$ cat src/rtl/timer0_interrupt_unit.sv
// Timer0 interrupt arbiter: turns TOV0/OCF0 flags into a CPU request,
// then clears the serviced flag through a one-cycle TIFR write-back.
module timer0_interrupt_unit #(
  parameter logic [7:0] COMP_VECTOR = 8'h14,
  parameter logic [7:0] OVF_VECTOR  = 8'h16
) (
  input  logic       sysClock,
  input  logic       rst,
  input  logic [7:0] TIFR_in,
  input  logic [7:0] TIMSK_in,
  input  logic       global_int_enable,
  input  logic       irq_ack,
  output logic       irq_req,
  output logic [7:0] irq_vector,
  output logic [7:0] TIFR_out,
  output logic       TIFR_write_enable,
  output logic       busy
);

  typedef enum logic [1:0] {
    IDLE,
    REQ,
    CLEAR,
    HOLDOFF
  } state_t;

  state_t     state;
  state_t     state_n;
  logic       src_comp;
  logic       src_comp_n;
  logic       irq_req_n;
  logic [7:0] vec_n;
  logic [7:0] tout_n;
  logic       we_n;
  logic [1:0] pending;
  logic       src_pending;
  logic       unused_mask;

  assign pending     = TIFR_in[1:0] & TIMSK_in[1:0]
                     & {2{global_int_enable}};
  assign src_pending = src_comp ? pending[1] : pending[0];
  assign unused_mask = ^TIMSK_in[7:2];

  // Next state and next registered outputs; default is "no request".
  always_comb begin
    state_n    = state;
    src_comp_n = src_comp;
    irq_req_n  = 1'b0;
    vec_n      = 8'h00;
    tout_n     = 8'h00;
    we_n       = 1'b0;
    unique case (state)
      IDLE: begin
        if (pending != 2'b00) begin
          state_n    = REQ;
          src_comp_n = pending[1];
          irq_req_n  = 1'b1;
          vec_n      = pending[1] ? COMP_VECTOR : OVF_VECTOR;
        end
      end
      REQ: begin
        if (irq_ack) begin
          state_n = CLEAR;
          we_n    = 1'b1;
          tout_n  = TIFR_in;
          if (src_comp) tout_n[1] = 1'b0;
          else          tout_n[0] = 1'b0;
        end else if (!src_pending) begin
          state_n = IDLE;
        end else begin
          irq_req_n = 1'b1;
          vec_n     = irq_vector;
        end
      end
      CLEAR:   state_n = HOLDOFF;
      HOLDOFF: state_n = IDLE;
      default: state_n = IDLE;
    endcase
  end

  // State, latched source and all outputs registered together.
  always_ff @(posedge sysClock) begin
    if (rst) begin
      state             <= IDLE;
      src_comp          <= 1'b0;
      irq_req           <= 1'b0;
      irq_vector        <= 8'h00;
      TIFR_out          <= 8'h00;
      TIFR_write_enable <= 1'b0;
      busy              <= 1'b0;
    end else begin
      state             <= state_n;
      src_comp          <= src_comp_n;
      irq_req           <= irq_req_n;
      irq_vector        <= vec_n;
      TIFR_out          <= tout_n;
      TIFR_write_enable <= we_n;
      busy              <= (state_n != IDLE);
    end
  end

endmodule

$ cat config.mk
export PLATFORM = sky130hd
export DESIGN_NAME = timer0_interrupt_unit
export DESIGN_NICKNAME = d
export VERILOG_FILES = /design/src/rtl/timer0_interrupt_unit.sv
export SDC_FILE = /design/constraint.sdc
export NUM_CORES = 1
export LEC_CHECK = 0
export ABC_AREA = 1
export BUFFER_PORTS_ARGS = -buffer_cell sky130_fd_sc_hd__buf_4
export CAP_MARGIN = 25
export CORE_MARGIN = 3
export CORE_UTILIZATION = 42
export CTS_CLUSTER_SIZE = 28
export DETAILED_ROUTE_END_ITERATION = 8
export GPL_ROUTABILITY_DRIVEN = 1
export GPL_TIMING_DRIVEN = 0
export PLACE_DENSITY = 0.83
export SYNTH_ARGS = -nofsm -noshare
export SYNTH_HDL_FRONTEND = slang
export SYNTH_SLANG_ARGS = --single-unit
$ cat constraint.sdc
create_clock -name sysClock -period 1.5 [get_ports sysClock]
set_input_delay 0.15 -clock sysClock [delete_from_list [all_inputs] [get_ports sysClock]]
set_output_delay 0.15 -clock sysClock [all_outputs]
set_load 0.05 [all_outputs]
==> results.py <==
metrics = {
    "global_routing": {
        "grt_pass1_vias": 465,
        "gr-total-overflow": 0,
        "grt_usage_pct": 14.15,
        "grt_max_degree": 10,
        "antenna_found_initial": 0,
        "grt_pass1_wl_um": 1925,
    },
    "timing": {
        "max_freq_mhz": 910.6,
        "maxSlewViolCount": 0,
        "rsz0062_at_grt": "false",
        "period_needed_ns": 1.098,
        "setup_viol": 0,
        "setup_slack_ns": 0.4019,
        "fin_crit_sh_pct": 73.21,
        "skew_ns": 0.0006395,
        "hold_viol": 0,
        "tns_ns": 0,
    },
    "floorplanning": {
        "start_util_pct": 49.07,
        "num_rows": 12,
        "fp.dieH_um": 43.70,
        "dieArea_um2": 1909,
        "die_w_um": 43.70,
        "ios": 39,
        "core-area_um2": 1216,
    },
    "routing": {
        "drcViolationCount": 0,
        "routedWlPerCell_um": 10.85,
        "via_per_inst": 4.372,
        "drt_iter0_drc": 7,
        "num_vias": 529,
        "wl_um": 1313,
        "ant_nets": 0,
        "first_pass_iters": 4,
    },
    "clock_network": {
        "cts_max_level": 1,
        "clk-insertion-delay-late_ns": 0.28,
        "postCtsHoldBufs": 0,
        "cts_max_path_buffers": 2,
        "cts_sinks": 16,
        "clkTransAtPathRegs_ns": 0.09,
        "cts_root_buf": "clkbuf_4",
        "cts_setup_buffers": 0,
        "cts_made_buffers": 3,
        "cts_tree": "done",
        "cts-resized-gates": 0,
    },
    "setup_path": {
        "crit_fanout": 3,
        "cp_top_family": "flip-flops",
        "cp_slowest_cell": "dfxtp_1",
        "crit_type": "reg2out",
        "crit_buf_inv": 2,
        "cpMostUsedCell": "buf_4",
        "cp.arrival_ns": 0.95,
        "crit_required_ns": 1.35,
        "slowest_delay_ns": 0.37,
        "crit_chain": "buf_4 -> buf_4",
        "start_kind": "flip-flop",
        "endpoint_kind": "output pin",
    },
    "yosys": {
        "synth_async_sr_flop_share_pct": 0,
        "synth_edf_count": 0,
        "yosys.cell_types.count": 16,
        "dominantRegCellSynth": "dfxtp_1",
        "synth_cells": 72,
        "ys_ff_latch": 16,
        "netlist_top_cells_count": "dfxtp_1 (16), nand2_1 (12), nor2_1 (10)",
        "yosys.area.top_type": "dfxtp_1",
        "netlist_top_cells_area": "dfxtp_1 (54%), buf_4 (7.5%), nand2_1 (7.5%)",
        "yosysMostFrequentCell": "dfxtp_1",
        "yosysSeqAreaShare_pct": 53.67,
        "syn-cell-area_um2": 596.8,
        "synth.top_cell.area_share_pct": 53.67,
        "synth_warnings": 0,
        "avgSynthCellArea_um2": 8.289,
    },
    "layout": {
        "final-seq-area_um2": 320.3,
        "areaGrowthSynthToFinish_pct": 45.49,
        "num_antenna_cells": 0,
        "drive_gt1_share_pct": 43.93,
        "nFillCells": 109,
        "nets": 128,
        "multiInputGateArea_um2": 198.9,
    },
    "power": {
        "ir_drop_uv": 641.5,
        "intPower_mw": 0.6464,
        "seqPwrFrac_pct": 50.2,
        "cellLeakagePower_nw": 0.4754,
        "power_frac_clock_pct": 30.8,
        "combinationalPowerShare_pct": 19.0,
        "power.density_nw_per_um2": 1025,
        "swShare_pct": 27.39,
        "p_switching_mw": 0.2439,
    },
    "place": {
        "io_buffers": 27,
        "hpwl_um": 1021,
        "place_congestion": 0.7620,
        "place_ws_ns": 0.5341,
    },
    "min_path": {
        "hold_class": "in2reg",
    },
    "run": {
        "drv_cap": 0,
    },
    "run_status": {
        "outcome": "completed",
    },
}
[cell type report]
class | count | share of cell area (%)
plain buffers | 6 | 5.187
inverters | 12 | 5.476
repair buffers | 27 | 23.34
well taps | 14 | 2.017
flip-flops and latches | 16 | 36.89
clock buffers | 4 | 4.179
multi-input cells | 42 | 22.91
[power by group through the flow]
stage	Combinational (mW)	Sequential, mW	Clock (mW)
after CTS	0.170	0.447	0.290
after global routing	0.181	0.448	0.309
final	0.169	0.447	0.274
after floorplan	0.0810	0.489	0
after global placement	0.166	0.456	0
after detailed placement	0.169	0.456	0
[final timing paths]
path / from / slack, ns / cells after the start / endpoint
setup reg to reg: state[0]$_SDFF_PP0_ / 0.51 / 5 / irq_vector[2]$_SDFFE_PP0P_
setup / recovery: irq_vector[2]$_SDFFE_PP0P_ / 0.40 / 2 / irq_vector[4]
hold reg to reg: irq_vector[1]$_SDFFE_PP0P_ / 0.49 / 2 / irq_vector[1]$_SDFFE_PP0P_
hold / removal: rst / 0.04 / 2 / src_comp$_SDFFE_PP0P_
[through the flow]
stage | total power, mW | hold WS [ns] | utilization, % | std cells | instance area [µm²]
floorplan | 0.5703 | 0.2191 | - | 76 | 611.8
global placement | 0.6218 | 0.3379 | 68.42 | 117 | 832.0
detailed placement | 0.6249 | 0.3372 | 68.42 | 117 | 832.0
CTS | 0.9062 | 0.02695 | 71.40 | 121 | 868.3
global route | 0.9380 | 0.01815 | 71.40 | 121 | 868.3
finish | 0.8902 | 0.04051 | 71.40 | 121 | 868.3
[sequential cells by signal, summed over array words and instances (netlist names)]
| name | count |
|---|---|
| state | 2 |
| irq_vector | 2 |
| TIFR_out | 8 |
| busy | 1 |
| src_comp | 1 |
| irq_req | 1 |
| TIFR_write_enable | 1 |
[per-layer routing]
layer | vias up | routed length (µm) | GRT usage (%)
met5 | - | 0 | 0
met4 | 0 | 16 | 7.229
met3 | 2 | 114 | 4.564
met2 | 19 | 710 | 27.03
met1 | 233 | 472 | 12.94
li1 | 275 | - | -
[cell families (layout without fill, tap and decap cells)]
| kind of cell | count (synthesis) | after routing | synth area share (%) |
|---|---|---|---|
| flops | 16 | 16 | 53.67 |
| compound gates | 3 | 3 | 2.515 |
| other cells | 1 | 5 | 0.6283 |
| simple gates | 34 | 34 | 27.67 |
| buf+inv | 18 | 49 | 15.51 |
[cell usage in the layout (no fill, tap or decap)]
cell,synthesis,routed
nand3b_1,1,1
nor2_2,2,2
clkbuf_8,0,1
clkbuf_4,0,3
nand4_1,2,2
nand2_2,3,3
inv_1,9,9
nand3_1,2,2
dfxtp_1,16,16
inv_4,1,1
buf_4,6,33
nor2_1,10,10
a21oi_1,3,3
nor2_4,1,1
nand3_2,1,1
nand2_1,12,12
inv_2,2,2
conb_1,1,5
Note: power is estimated with default switching activity, not from simulation.
